$ cat src/rtl/seg7_capture_decoder.sv
// Captures a multiplexed, active-low 7-segment display bus and converts each
// digit into BCD once its segment/select pair has been seen stable long enough.
module seg7_capture_decoder #(
   parameter int NUM_DIG    = 8,
   parameter int STABLE_CYC = 4
) (
   input  logic                   clk,
   input  logic                   rstn,
   input  logic                   sample_en,
   input  logic [6:0]             seg_in,
   input  logic [NUM_DIG-1:0]     dig_sel,
   input  logic                   clr_err,
   output logic [4*NUM_DIG-1:0]   bcd_out,
   output logic [NUM_DIG-1:0]     digit_valid,
   output logic                   err_pulse,
   output logic                   err_sticky,
   output logic                   frame_done
);

   localparam logic [3:0]         STABLE_MAX = 4'(STABLE_CYC);
   localparam logic [3:0]         STABLE_PRE = 4'(STABLE_CYC - 1);
   localparam logic [6:0]         SEG_BLANK  = 7'b1111111;
   localparam logic [NUM_DIG-1:0] SEL_ONE    = NUM_DIG'(1);

   // ------------------------------------------------------------------
   // State
   // ------------------------------------------------------------------
   logic [6:0]           last_seg_q, last_seg_d;
   logic [NUM_DIG-1:0]   last_sel_q, last_sel_d;
   logic [3:0]           cnt_q, cnt_d;
   logic [4*NUM_DIG-1:0] bcd_q, bcd_d;
   logic [NUM_DIG-1:0]   valid_q, valid_d;
   logic [NUM_DIG-1:0]   mask_q, mask_d;
   logic                 err_pulse_q, err_pulse_d;
   logic                 err_sticky_q, err_sticky_d;
   logic                 frame_done_q, frame_done_d;

   // ------------------------------------------------------------------
   // Input qualification
   // ------------------------------------------------------------------
   logic [NUM_DIG-1:0]   sel_minus_one;
   logic                 sel_onehot;
   logic                 pair_match;
   logic                 commit;

   assign sel_minus_one = dig_sel - SEL_ONE;
   assign sel_onehot    = (dig_sel != '0) && ((dig_sel & sel_minus_one) == '0);
   assign pair_match    = (seg_in == last_seg_q) && (dig_sel == last_sel_q);

   // Stability tracking: a commit fires only on the S-1 -> S transition,
   // so a held pattern commits exactly once per dwell.
   always_comb begin
      last_seg_d = last_seg_q;
      last_sel_d = last_sel_q;
      cnt_d      = cnt_q;
      commit     = 1'b0;
      if (sample_en) begin
         if (!sel_onehot) begin
            cnt_d      = 4'd0;
            last_seg_d = SEG_BLANK;
            last_sel_d = '0;
         end else if (pair_match) begin
            if (cnt_q < STABLE_MAX) begin
               cnt_d = cnt_q + 4'd1;
            end
            commit = (cnt_q == STABLE_PRE);
         end else begin
            last_seg_d = seg_in;
            last_sel_d = dig_sel;
            cnt_d      = 4'd1;
         end
      end
   end

   // ------------------------------------------------------------------
   // Segment pattern decode
   // ------------------------------------------------------------------
   logic [3:0] dec_bcd;
   logic       dec_legal;
   logic       dec_err;

   always_comb begin
      dec_bcd   = 4'hF;
      dec_legal = 1'b0;
      dec_err   = 1'b0;
      case (seg_in)
         7'b1000000: begin dec_bcd = 4'd0; dec_legal = 1'b1; end
         7'b1111001: begin dec_bcd = 4'd1; dec_legal = 1'b1; end
         7'b0100100: begin dec_bcd = 4'd2; dec_legal = 1'b1; end
         7'b0110000: begin dec_bcd = 4'd3; dec_legal = 1'b1; end
         7'b0011001: begin dec_bcd = 4'd4; dec_legal = 1'b1; end
         7'b0010010: begin dec_bcd = 4'd5; dec_legal = 1'b1; end
         7'b0000010: begin dec_bcd = 4'd6; dec_legal = 1'b1; end
         7'b1111000: begin dec_bcd = 4'd7; dec_legal = 1'b1; end
         7'b0000000: begin dec_bcd = 4'd8; dec_legal = 1'b1; end
         7'b0010000: begin dec_bcd = 4'd9; dec_legal = 1'b1; end
         7'b1111111: begin dec_bcd = 4'hF; dec_legal = 1'b0; end
         default:    begin dec_err = 1'b1; end
      endcase
   end

   // ------------------------------------------------------------------
   // Per-digit capture registers: only the selected digit is rewritten
   // ------------------------------------------------------------------
   logic [NUM_DIG-1:0] dig_wr;

   for (genvar gi = 0; gi < NUM_DIG; gi++) begin : g_dig
      assign dig_wr[gi]          = commit & dig_sel[gi];
      assign bcd_d[gi*4 +: 4]    = dig_wr[gi] ? dec_bcd   : bcd_q[gi*4 +: 4];
      assign valid_d[gi]         = dig_wr[gi] ? dec_legal : valid_q[gi];
   end

   // ------------------------------------------------------------------
   // Frame mask, error flags
   // ------------------------------------------------------------------
   // A full mask is only ever seen on the edge right after a commit, when no
   // new commit is possible, so clearing it cannot drop a committed digit.
   always_comb begin
      mask_d       = mask_q;
      frame_done_d = 1'b0;
      err_pulse_d  = 1'b0;
      err_sticky_d = err_sticky_q;
      if (sample_en) begin
         if (&mask_q) begin
            mask_d       = '0;
            frame_done_d = 1'b1;
         end else if (commit) begin
            mask_d = mask_q | dig_sel;
         end
      end
      if (clr_err) begin
         err_sticky_d = 1'b0;
      end
      if (commit && dec_err) begin
         err_pulse_d  = 1'b1;
         err_sticky_d = 1'b1;
      end
   end

   always_ff @(posedge clk) begin
      if (!rstn) begin
         last_seg_q   <= SEG_BLANK;
         last_sel_q   <= '0;
         cnt_q        <= 4'd0;
         bcd_q        <= '0;
         valid_q      <= '0;
         mask_q       <= '0;
         err_pulse_q  <= 1'b0;
         err_sticky_q <= 1'b0;
         frame_done_q <= 1'b0;
      end else begin
         last_seg_q   <= last_seg_d;
         last_sel_q   <= last_sel_d;
         cnt_q        <= cnt_d;
         bcd_q        <= bcd_d;
         valid_q      <= valid_d;
         mask_q       <= mask_d;
         err_pulse_q  <= err_pulse_d;
         err_sticky_q <= err_sticky_d;
         frame_done_q <= frame_done_d;
      end
   end

   assign bcd_out     = bcd_q;
   assign digit_valid = valid_q;
   assign err_pulse   = err_pulse_q;
   assign err_sticky  = err_sticky_q;
   assign frame_done  = frame_done_q;

endmodule

$ cat config.mk
export PLATFORM = sky130hd
export DESIGN_NAME = seg7_capture_decoder
export DESIGN_NICKNAME = d
export VERILOG_FILES = /design/src/rtl/seg7_capture_decoder.sv
export SDC_FILE = /design/constraint.sdc
export NUM_CORES = 1
export LEC_CHECK = 0
export BUFFER_PORTS_ARGS = -buffer_cell sky130_fd_sc_hd__buf_2
export CAP_MARGIN = 0
export CORE_UTILIZATION = 45
export DETAILED_ROUTE_END_ITERATION = 12
export HOLD_SLACK_MARGIN = 0.1
export PLACE_DENSITY_LB_ADDON = 0.08
export SYNTH_ARGS = -nofsm -noshare
export SYNTH_HDL_FRONTEND = slang
export SYNTH_SLANG_ARGS = --single-unit
$ cat constraint.sdc
create_clock -name clk -period 2.55 [get_ports clk]
set_input_delay 0.255 -clock clk [delete_from_list [all_inputs] [get_ports clk]]
set_output_delay 0.255 -clock clk [all_outputs]
set_load 0.01 [all_outputs]
* After elaboration in Yosys (flattened, before gate mapping)
Cells that the tools add are included.
** Word-level totals
- Register bits after elaboration :: 70
- Latch bits :: 0
- Bits in writable memories :: 0
- Bits in read-only memories :: 0
- Logic and storage cells :: 85
- Memories kept :: 0
** Operators by class
- $add $sub $neg :: 2
- Multiply operators :: 0
- Divide/modulo/power cells :: 0
- Magnitude comparators :: 1
- Equal/unequal tests :: 15
- Shift-type cells :: 0
- Multiplexer cells :: 19
- Bitwise operators :: 10
- Reduce and logical (&&, ||, !) cells :: 15
** Operator list (number)
- 4-bit case mux with 10 select lines :: 1
- 8-bit two-way mux :: 4
- 7-bit == test (second input constant) :: 4
- 7-bit by 5-bit == test with 1-bit output (second input constant) :: 3
- 7-bit by 6-bit == test with 1-bit output (second input constant) :: 2
- 7-bit two-way mux :: 2
- 4-bit two-way mux :: 3
- 11-bit OR reduction :: 1
- 10-bit OR reduction :: 1
- 1-bit two-way mux :: 9
- 1-bit bitwise AND :: 8
- 8-bit bitwise AND :: 1
- 8-bit == test :: 1
- 8-bit zero test :: 1
- 8-bit OR :: 1
- 2-bit AND reduction :: 4
- 8-bit AND reduction :: 1
- 8-bit nonzero test :: 1
- 8-bit by 1-bit subtractor with 8-bit output (second input constant) :: 1
- 7-bit by 2-bit == test with 1-bit output (second input constant) :: 1
- 7-bit == test :: 1
- 7-bit zero test :: 1
- 4-bit by 1-bit adder with 4-bit output (second input constant) :: 1
- 4-bit by 2-bit == test with 1-bit output (second input constant) :: 1
- 5 further kinds :: 8

* Depth between registers and ports, before layout
Gate-level depths: netlist of run 1.
- Depth in word-level cells :: 8
- Mapped depth :: 8
- Gate-level depth less buffers :: 6

* Least setup slack after synthesis of run 1
OpenSTA, ideal clock, no wires.
- Path type :: input port to flip-flop
- From :: in seg_in[3]
- To :: reg bcd_q[13] (netlist: bcd_out[13])
- Library setup time :: 154 ps
- Arrival time :: 2021 ps
- Required time :: 2396 ps
- Slack :: 375 ps
- Stages :: 7
- Cells stage by stage :: clkbuf_1 -> xor2_1 -> nor4_1 -> nand2_1 -> a211oi_4 -> nand2_4 -> mux2i_1
** On the way
- Longest elaborated chain between the ends :: 6
** RTL lines
- start: declaration :: RTL line 10 : input logic [6:0] seg_in,
- 7-bit == test :: RTL line 48 : assign pair_match = (seg_in == last_seg_q) && (dig_sel == last_sel_q);
- 1-bit logical AND :: RTL line 48
- 1-bit two-way mux :: RTL line 62 : end else if (pair_match) begin
- 1-bit two-way mux :: RTL line 58 : if (!sel_onehot) begin
- 1-bit two-way mux :: RTL line 57 : if (sample_en) begin
- 1-bit bitwise AND :: RTL line 108 : assign dig_wr[gi] = commit & dig_sel[gi];
- end signal: assignment :: RTL line 145 : bcd_q <= '0;
- end signal: assignment :: RTL line 155 : bcd_q <= bcd_d;
- end: declaration :: RTL line 31 : logic [4*NUM_DIG-1:0] bcd_q, bcd_d;
Several ways; a longest one is shown, not always the timed one.
A chain may end at the register's enable or synchronous reset.

* Worst setup path in the final report of run 1
- From :: reg last_sel_q[3]
- To :: reg mask_q[0]
** On the way
- Longest elaborated chain between the ends :: 7
** RTL lines
- start: declaration :: RTL line 29 : logic [NUM_DIG-1:0] last_sel_q, last_sel_d;
- start signal: assignment :: RTL line 153 : last_sel_q <= last_sel_d;
- 8-bit == test :: RTL line 48
- 1-bit logical AND :: RTL line 48
- 1-bit two-way mux :: RTL line 62
- 1-bit two-way mux :: RTL line 58
- 1-bit two-way mux :: RTL line 57
- 2-bit nonzero test (no source line)
- 2-bit AND reduction (no source line)
- end signal: assignment :: RTL line 157 : mask_q <= mask_d;
- end: declaration :: RTL line 33 : logic [NUM_DIG-1:0] mask_q, mask_d;
No other way between the ends.

==> results of run 1 <==
-- Yosys cell counts (2+ instances only) --
cell and instances:
a22o_1 8, a211oi_1 2, a21oi_1 4, buf_2 4, nand2b_1 2, o311ai_1 2
inv_1 4, a41oi_1 2, o22a_1 6, mux2i_1 41, nand2_4 8, and4b_1 4
nand2_1 47, nor2_1 6, nor3_1 3, and4_1 3, and3_1 3, nand4_1 4
xor2_1 16, a32o_1 7, a2111oi_0 2, clkbuf_1 17, o21ai_1 4, or3_1 3
nor4_1 4, dfxtp_1 70
-- area by class of cell --
type / instances / area, sq um / area share [%]
repair buffers: 72 / 388 / 10.7
flip-flops and latches: 70 / 1400 / 38.7
inverters: 4 / 15.0 / 0.415
multi-input cells: 202 / 1530 / 42.4
clock inverters: 6 / 46.3 / 1.28
clock buffers: 10 / 138 / 3.80
well taps: 77 / 96.3 / 2.66
-- power breakdown --
part | switching (mW) | leakage (nW) | internal [mW]
Combinational | 0.0943 | 1.17 | 0.0468
Sequential | 0.00118 | 0.564 | 1.09
Clock | 0.445 | 0.0889 | 0.384
-- placed cells by master, fill, tap and decap left out, drive strengths merged, types with 7 or more instances in the layout --
| cell type | instances |
|---|---|
| a32o | 7 |
| xor2 | 16 |
| nand2 | 55 |
| a22o | 8 |
| dfxtp | 70 |
| mux2i | 41 |
| clkbuf | 10 |
| buf | 72 |
-- registers in the layout, summed over array words and instances, names as in the netlist --
register	flops
bcd_out	32
cnt_q	4
digit_valid	8
err_pulse	1
err_sticky	1
frame_done	1
last_seg_q	7
last_sel_q	8
mask_q	8
-- layer usage --
layer  routed length (microns)  track usage [%]
met3                       337             4.92
met2                      3090             31.0
met1                      3390             28.9
met5                         0                0
met4                       106             7.86
-- cell families after synthesis --
| group | after synthesis | synth area share [%] |
|---|---|---|
| adder cells (fa/ha/maj) | 1 | 0.409 |
| flip-flops | 70 | 45.8 |
| multiplexers | 41 | 13.4 |
| XOR/XNOR | 17 | 4.87 |
| AND/OR/NAND/NOR | 97 | 19.1 |
| buffers and inverters | 28 | 3.97 |
| AO/OA/AOI/OAI | 46 | 12.4 |
-- stage by stage --
step | power, mW | instance area, sq um
floorplan | 1.21 | 3060
global placement | 1.26 | 3430
detailed placement | 1.26 | 3430
CTS | 2.08 | 3620
global route | 2.14 | 3620
finish | 2.06 | 3620
-- worst max-delay path: cells and delay by family, from the launching register on --
| family | cells | cell delay, ns |
|---|---|---|
| XOR/XNOR | 1 | 0.16 |
| AO/OA/AOI/OAI | 1 | 0.23 |
| AND/OR/NAND/NOR | 3 | 1.48 |
| flip-flops | 1 | 0.32 |
-- final timing paths --
path | to | cells past startpoint
max | mask_q[0]$_SDFFE_PN0P_ | 5
min | err_sticky$_SDFFE_PN0P_ | 3
max reg2reg | mask_q[0]$_SDFFE_PN0P_ | 5
min reg2reg | bcd_out[16]$_SDFFE_PN0P_ | 2
==> flow_summary_export.csv, run 1 <==
group,metric,value,unit
placed_design,dp_cells,425,
floorplan,die_width,84.4,microns
flow_run,drv_cap,0,
yosys,syn_inst,300,
drt,wl_per_cell,15.7,microns
sta,timing.final.ws_setup,0.299,ns
sta,post-route-period-util,88.3,%
worst_setup_path,critPathLaunch,"last_sel_q[3]$_SDFFE_PN0P_",
placed_design,dp_hpwl,4800,microns
outcome,outcome,"finished with violations",
worst_setup_path,start_kind,"flop",
outcome,violations,"design-rule violations",
floorplan,die-height,84.4,microns
drt,ant_nets,0,
yosys,synth_area_per_cell,10.2,sq um
worst_setup_path,path_class,"reg2reg",
clock_network,cts_resized,0,
placed_design,pre_cts_ws,0.118,ns
sta,fin_skew,0.00852,ns
clock_network,clock_latency,0.35,ns
global_routing,grt_max_degree,61,
worst_setup_path,required,2.84,ns
drt,first_iter_violations,101,
worst_setup_path,r2r-start,"last_sel_q[3]$_SDFFE_PN0P_",
global_routing,track_usage,20.7,%
power,leakage,1.82,nW
yosys,yosys_most_used_dff,"dfxtp_1",
finish,drive_gt1_share,27.7,%
drt,vias,2397,
drt,via_per_inst,5.44,
worst_setup_path,cp_max_fo,8,
floorplan,io_pins,62,
yosys,ys_ff_latch,70,
worst_setup_path,crit_chain,"xor2_1 -> nor4_1 -> nand4_1 -> nor4b_2 -> a22o_1",
clock_network,cts_tree,"yes",
power,vdd_ir_drop_max,0.000248,V
sta,whs,0.196,ns
sta,rsz0062_at_grt,"false",
clock_network,path_clk_slew,0.07,ns
worst_hold_path,hold_path_class,"in2reg",
worst_setup_path,endpoint_kind,"flop",
yosys,synth_area_leaders,"dfxtp_1, mux2i_1, nand2_1",
sta,relSlewSlack,49.0,%
sta,tightest_slew,0.763,ns
clock_network,ctsHtreeMaxLevel,3,
yosys,synth.net_count,320,
yosys,synth_warnings,0,
clock_network,holdBufCountCts,0,
global_routing,grt_pass1_wl,11400,microns
global_routing,overflow,0,
worst_setup_path,slowest_stage,"nor4b_2",
floorplan,rows,29,
global_routing,grt_pass1_vias,2256,
finish,n_fill_cell,605,
drt,first_pass_iters,8,
yosys,async_flop_share,0,%
power,power.density,571,mW/mm^2
finish,synthToLayoutAreaGrowth,18.4,%
sta,timing_hold_violations_final,0,
placed_design,io_buffers,61,
clock_network,cts.path.max_buffers,2,
sta,drv_slew,0,
clock_network,clock-root-buffer,"clkbuf_8",
finish,insertedDiodeCount,0,
clock_network,cts_post_setup_buffers_inserted,0,
clock_network,tritoncts.num_buffers,9,
finish,nets,379,
yosys,yosysTopAreaCell,"dfxtp_1",
drt,wl,6920,microns
sta,setup-violations-final,0,
worst_setup_path,max_stage_delay,0.75,ns
sta,post-route-min-period,2.25,ns
yosys,synth_edf_count,0,
floorplan,core-area,0.00646,sq mm
floorplan,start_util,47.3,%
sta,fmax,0.444,GHz
worst_setup_path,arrival,2.54,ns
worst_setup_path,regToRegSetupSlack,0.30,ns
yosys,yosysSeqAreaShare,45.8,%
sta,fin_setup_tns,0,ns
finish,fin_cells,441,
drt,drc,12,
yosys,syn_area,0.00306,sq mm
yosys,synth_top_area_share,45.8,%
global_routing,antenna_found_initial,0,
clock_network,cts_sinks,70,
floorplan,dieArea,0.00713,sq mm
worst_hold_path,holdCritStartpoint,"clr_err",
finish,utilization,56.0,%
placed_design,gp_congestion,0.794,
yosys,yosysUniqueCellTypes,50,
Power figures use the tool's default switching activity.
==> run 2: changes to the inputs <==
--- a/config.mk
+++ b/config.mk
@@ -7,7 +7,10 @@
 export LEC_CHECK = 0
 export BUFFER_PORTS_ARGS = -buffer_cell sky130_fd_sc_hd__buf_2
 export CAP_MARGIN = 0
-export CORE_UTILIZATION = 45
+export CELL_PAD_IN_SITES_DETAIL_PLACEMENT = 0
+export CELL_PAD_IN_SITES_GLOBAL_PLACEMENT = 1
+export CORE_UTILIZATION = 43
+export CTS_BUF_LIST = sky130_fd_sc_hd__clkbuf_4
 export DETAILED_ROUTE_END_ITERATION = 12
 export HOLD_SLACK_MARGIN = 0.1
 export PLACE_DENSITY_LB_ADDON = 0.08
==> run 2 against run 1 <==
Compared with the run above:
- the run now ends clean
- design area down 1.1%
- clock-buffer cell count down 1
- first-iteration DRC count up 4.0%
- utilization down 3.7 points
- largest power group unchanged
- highest routed layer unchanged
==> flow_summary_export.csv, run 2 (same netlist as run 1, synthesis figures left out) <==
group,metric,value,unit
outcome,outcome,"completed",
sta,relSlewSlack,35.7,%
clock_network,cts_sinks,70,
worst_setup_path,endpoint_kind,"flop",
power,p_switching,0.525,mW
clock_network,cts_post_setup_buffers_inserted,0,
flow_run,drv_cap,0,
worst_setup_path,path_delay_family,"simple AND/OR/NAND/NOR gates",
placed_design,dp_hpwl,4850,microns
drt,wl,7010,microns
floorplan,rows,30,
sta,setup-violations-final,0,
floorplan,core-area,0.00683,sq mm
sta,fin_skew,0.0165,ns
worst_setup_path,path_class,"reg2reg",
global_routing,met1_usage,27.9,%
finish,fin_cells,457,
power,fin_total_pwr,1.97,mW
finish,n_fill_cell,647,
global_routing,antenna_found_initial,0,
worst_setup_path,cp_max_fo,8,
clock_network,cts.path.max_buffers,2,
power,vdd_ir_drop_max,0.000261,V
sta,post-route-min-period,2.20,ns
global_routing,track_usage,19.9,%
clock_network,cts_tree,"yes",
placed_design,dp_cells,441,
sta,fin_setup_tns,0,ns
clock_network,clock_latency,0.43,ns
drt,via_per_inst,5.25,
finish,synthToLayoutAreaGrowth,17.0,%
clock_network,tritoncts.num_buffers,9,
drt,drc,0,
clock_network,clock-root-buffer,"clkbuf_4",
clock_network,cts_resized,0,
power,power_frac_seq,55.8,%
global_routing,globalRouteMet3Util,3.71,%
global_routing,overflow,0,
power,power.share.clock,37.3,%
finish,final_cell_mix,"dfxtp_1, buf_2, nand2_1, mux2i_1, xor2_1",
global_routing,grt_pass1_wl,11300,microns
floorplan,die-height,86.3,microns
worst_setup_path,slowest_stage,"nor4b_2",
power,leakage,1.79,nW
clock_network,holdBufCountCts,0,
sta,tightest_slew,0.956,ns
sta,fmax,0.455,GHz
worst_setup_path,max_stage_delay,0.74,ns
worst_setup_path,required,2.91,ns
finish,largest_reg_flops,32,
clock_network,path_clk_slew,0.12,ns
power,power.density,550,mW/mm^2
floorplan,start_util,44.7,%
global_routing,grt_util_met2,30.0,%
clock_network,ctsHtreeMaxLevel,3,
worst_setup_path,arrival,2.56,ns
worst_setup_path,start_kind,"flop",
power,switching_share,26.7,%
global_routing,grt_max_degree,47,
drt,first_iter_violations,105,
power,power.internal,1.44,mW
worst_setup_path,crit_buf_inv,0,
floorplan,die_width,86.3,microns
floorplan,io_pins,62,
sta,rsz0062_at_grt,"false",
drt,wl_per_cell,15.3,microns
worst_setup_path,crit_chain,"xor2_1 -> nor4_1 -> nand4_1 -> nor4b_2 -> a22o_1",
sta,drv_slew,0,
finish,nets,376,
drt,ant_nets,0,
global_routing,grt_pass1_vias,2100,
floorplan,dieArea,0.00745,sq mm
finish,layout_commonest_cell,"dfxtp_1",
power,pwr-share-comb,7.0,%
finish,insertedDiodeCount,0,
placed_design,io_buffers,61,
global_routing,grt_busiest_layer,"met2",
finish,drive_gt1_share,27.1,%
drt,vias,2398,
drt,first_pass_iters,4,
placed_design,gp_congestion,0.805,
sta,timing_hold_violations_final,0,
finish,utilization,52.4,%
sta,post-route-period-util,86.2,%
worst_hold_path,hold_path_class,"in2reg",
run 2: cell types whose count changed in the layout (fill, tap and decap cells not counted), sizes merged:
cell and change:
buf -3, clkbuf -1, bufinv +1, clkinv +1
clkinvlp -1
run 2: path summary, 6_finish.rpt:
kind | to | cells after the start | slack, ns | startpoint
setup / recovery | mask_q[6]$_SDFFE_PN0P_ | 5 | 0.35 | last_sel_q[3]$_SDFFE_PN0P_
hold / removal | err_sticky$_SDFFE_PN0P_ | 3 | 0.12 | clr_err
setup reg to reg | mask_q[6]$_SDFFE_PN0P_ | 5 | 0.35 | last_sel_q[3]$_SDFFE_PN0P_
hold reg to reg | bcd_out[16]$_SDFFE_PN0P_ | 2 | 0.46 | bcd_out[16]$_SDFFE_PN0P_
run 2: power groups by stage:
stage | Combinational [mW] | Sequential (mW) | Clock [mW]
after floorplan | 0.0916 | 1.12 | 0
after global placement | 0.137 | 1.12 | 0
after detailed placement | 0.136 | 1.12 | 0
after CTS | 0.137 | 1.10 | 0.749
after global routing | 0.149 | 1.10 | 0.798
final | 0.137 | 1.10 | 0.733
run 2: area by class of cell:
type / count / area, sq um / area share (%)
clock buffers: 9 / 67.6 / 1.89
repair buffers: 69 / 365 / 10.2
well taps: 96 / 120 / 3.36
clock inverters: 7 / 73.8 / 2.06
multi-input cells: 202 / 1530 / 42.9
inverters: 4 / 15.0 / 0.420
flip-flops and latches: 70 / 1400 / 39.2
run 2: through the flow:
step,setup slack [ns],instance area [sq um],hold slack [ns]
finish,0.353,3580,0.119
detailed placement,0.0832,3440,0.448
global placement,0.159,3440,0.443
global route,0.131,3580,0.112
CTS,0.327,3580,0.100
floorplan,0.375,3060,0.381
run 2: metal layers:
layer  vias to the layer above  wire (microns)
li1                       1188               -
met1                      1148            3510
met2                        53            3100
met3                         9             308
met4                         0              94
met5                         -               0
run 2: tightest hold or removal path, delay by kind of cell:
family          cells  cell delay (ns)
buf+inv             2             0.13
compound gates      1             0.12
==> run 3: changes to the inputs <==
--- a/config.mk
+++ b/config.mk
@@ -5,11 +5,13 @@
 export SDC_FILE = /design/constraint.sdc
 export NUM_CORES = 1
 export LEC_CHECK = 0
+export ABC_AREA = 1
 export BUFFER_PORTS_ARGS = -buffer_cell sky130_fd_sc_hd__buf_2
 export CAP_MARGIN = 0
 export CELL_PAD_IN_SITES_DETAIL_PLACEMENT = 0
 export CELL_PAD_IN_SITES_GLOBAL_PLACEMENT = 1
-export CORE_UTILIZATION = 43
+export CORE_MARGIN = 2
+export CORE_UTILIZATION = 41
 export CTS_BUF_LIST = sky130_fd_sc_hd__clkbuf_4
 export DETAILED_ROUTE_END_ITERATION = 12
 export HOLD_SLACK_MARGIN = 0.1
==> run 3 against run 2 <==
Compared with the run above:
- power grew 11%
- critical path depth grew 7
- sequential share of layout area shrank 8.1 points
- clock skew grew 0.0019 ns
- highest routed layer unchanged
==> flow_summary_export.csv, run 3 <==
group,metric,value,unit
global_routing,track_usage,19.8,%
finish,synthToLayoutAreaGrowth,12.7,%
worst_setup_path,crit_chain,"inv_1 -> nand2_1 -> nand2_1 -> nor2_1 -> nand2_1 -> nor2_4 -> nand2_4 -> nor2_8 -> buf_4 -> nand4_1 -> nand2_1 -> nor2_1",
drt,drc,0,
worst_setup_path,cp_max_fo,25,
yosys,synth_edf_count,0,
sta,drv_slew,0,
sta,fin_setup_tns,0,ns
yosys,syn_area,0.00401,sq mm
sta,post-route-period-util,78.4,%
drt,wl,9910,microns
yosys,yosys_most_used_dff,"dfxtp_1",
finish,seq_area,0.00140,sq mm
floorplan,rows,36,
floorplan,die_width,103,microns
finish,insertedDiodeCount,0,
finish,multiInputGateArea,0.00214,sq mm
clock_network,path_clk_slew,0.12,ns
drt,first_pass_iters,4,
drt,first_iter_violations,141,
finish,largest_reg_flops,32,
worst_setup_path,arrival,2.32,ns
global_routing,grt_max_degree,41,
global_routing,overflow,0,
outcome,outcome,"completed",
yosys,syn_inst,614,
worst_setup_path,path_class,"reg2reg",
yosys,synth_warnings,0,
power,fin_total_pwr,2.17,mW
clock_network,cts_tree,"yes",
global_routing,grt_pass1_vias,3306,
sta,timing_hold_violations_final,0,
yosys,yosysUniqueCellTypes,33,
worst_hold_path,hold_path_class,"in2reg",
floorplan,dieArea,0.0106,sq mm
yosys,async_flop_share,0,%
finish,n_fill_cell,1048,
yosys,yosysSeqAreaShare,35.0,%
power,leakage,2.26,nW
power,vdd_ir_drop_max,0.000189,V
worst_setup_path,start_kind,"flop",
sta,post-route-min-period,2.00,ns
floorplan,io_pins,62,
sta,fmax,0.500,GHz
finish,layout_commonest_cell,"nand2_1",
drt,ant_nets,0,
worst_setup_path,path_delay_family,"simple AND/OR/NAND/NOR gates",
clock_network,cts_post_setup_buffers_inserted,0,
worst_setup_path,cpMostUsedCell,"nand2_1",
clock_network,clock-root-buffer,"clkbuf_4",
placed_design,io_buffers,61,
worst_setup_path,endpoint_kind,"flop",
flow_run,drv_cap,0,
yosys,yosys-top-cells-count,"nand2_1, nor2_1, dfxtp_1, inv_1, nand3_1",
floorplan,die-height,103,microns
yosys,yosysMostFrequentCell,"nand2_1",
placed_design,dp_hpwl,7310,microns
finish,final_cell_mix,"nand2_1, nor2_1, dfxtp_1, inv_1, buf_2",
clock_network,tritoncts.num_buffers,9,
placed_design,gp_congestion,0.843,
yosys,ys_ff_latch,70,
yosys,synth.net_count,634,
sta,setup-violations-final,0,
yosys,synth_top_area_share,35.0,%
sta,tightest_slew,0.448,ns
finish,nets,689,
power,power.density,482,mW/mm^2
sta,rsz0062_at_grt,"false",
yosys,synth_area_per_cell,6.53,sq um
floorplan,core-area,0.00964,sq mm
drt,wl_per_cell,12.3,microns
worst_setup_path,required,2.88,ns
sta,relSlewSlack,70.1,%
drt,via_per_inst,4.75,
worst_setup_path,slowest_stage,"dfxtp_1",
global_routing,antenna_found_initial,0,
clock_network,cts.path.max_buffers,2,
worst_setup_path,max_stage_delay,0.42,ns
clock_network,cts_sinks,70,
floorplan,start_util,41.6,%
clock_network,clock_latency,0.43,ns
worst_setup_path,crit_buf_inv,2,
sta,fin_skew,0.0184,ns
global_routing,grt_pass1_wl,16200,microns
finish,drive_gt1_share,21.2,%
clock_network,ctsHtreeMaxLevel,3,
yosys,yosysTopAreaCell,"dfxtp_1",
yosys,synth_area_leaders,"dfxtp_1, nand2_1, nor2_1",
drt,vias,3833,
[run 3: cell types whose count changed in the layout (fill, tap and decap cells not counted), moves of 41 or more]
cell     before  now
mux2i_1      41    0
nand2_1      47  189
inv_1         4   64
nor2_1        6  114
nand3_1       1   43
[run 3: cells by family (layout without fill, tap and decap cells)]
kind of cell,Yosys count,count (layout),share of synthesized area (%)
simple gates,409,409,47.1
buf+inv,100,160,11.7
fa+ha+maj,1,1,0.312
flops,70,70,35.0
compound gates,32,32,5.50
xor+xnor,2,2,0.437
[run 3: metal layers]
layer | part of all wire, % | vias up | GRT usage, %
met4 | 1.3 | 0 | 6.48
met2 | 46 | 80 | 31.5
met1 | 49 | 1724 | 27.8
met5 | 0 | - | 0
met3 | 4.2 | 12 | 2.85
li1 | - | 2017 | -
[run 3: repair_timing]
item                                   in CTS  in global routing
hold buffers                                1                  0
resized for setup                           0                  0
endpoints found under the hold margin       1                  0
[run 3: layout make-up]
| cell class | instances | share of cell area [%] |
|---|---|---|
| sequential | 70 | 31.0 |
| clock inverter | 6 | 2.05 |
| tap | 133 | 3.69 |
| clock buffer | 10 | 1.66 |
| multi-input combinational | 444 | 47.4 |
| inverter | 77 | 6.40 |
| timing repair buffer | 67 | 7.81 |
[run 3: through the flow]
| stage | cell area (sq um) | hold WS, ns | setup slack (ns) | util (%) | cells |
|---|---|---|---|---|---|
| floorplan | 4010 | 0.403 | 0.870 | - | 614 |
| CTS | 4520 | 0.131 | 0.533 | 46.8 | 807 |
| detailed placement | 4340 | 0.417 | 0.316 | 45.0 | 790 |
| finish | 4520 | 0.148 | 0.551 | 46.8 | 807 |
| global route | 4520 | 0.143 | 0.319 | 46.8 | 807 |
| global placement | 4340 | 0.417 | 0.310 | 45.0 | 790 |
[run 3: final timing paths]
path,slack (ns),endpoint,cells after the start,start
max,0.55,bcd_out[18]$_SDFFE_PN0P_,12,last_seg_q[4]$_SDFFE_PN1P_
min,0.15,last_seg_q[5]$_SDFFE_PN1P_,2,rstn
max reg2reg,0.55,bcd_out[18]$_SDFFE_PN0P_,12,last_seg_q[4]$_SDFFE_PN1P_
min reg2reg,0.43,cnt_q[3]$_SDFFE_PN0P_,2,cnt_q[3]$_SDFFE_PN0P_
[run 3: report_power, final]
part | switching [mW] | internal [mW] | total [mW]
Combinational | 0.149 | 0.0594 | 0.208
Sequential | 0.00625 | 1.10 | 1.11
Clock | 0.446 | 0.415 | 0.861
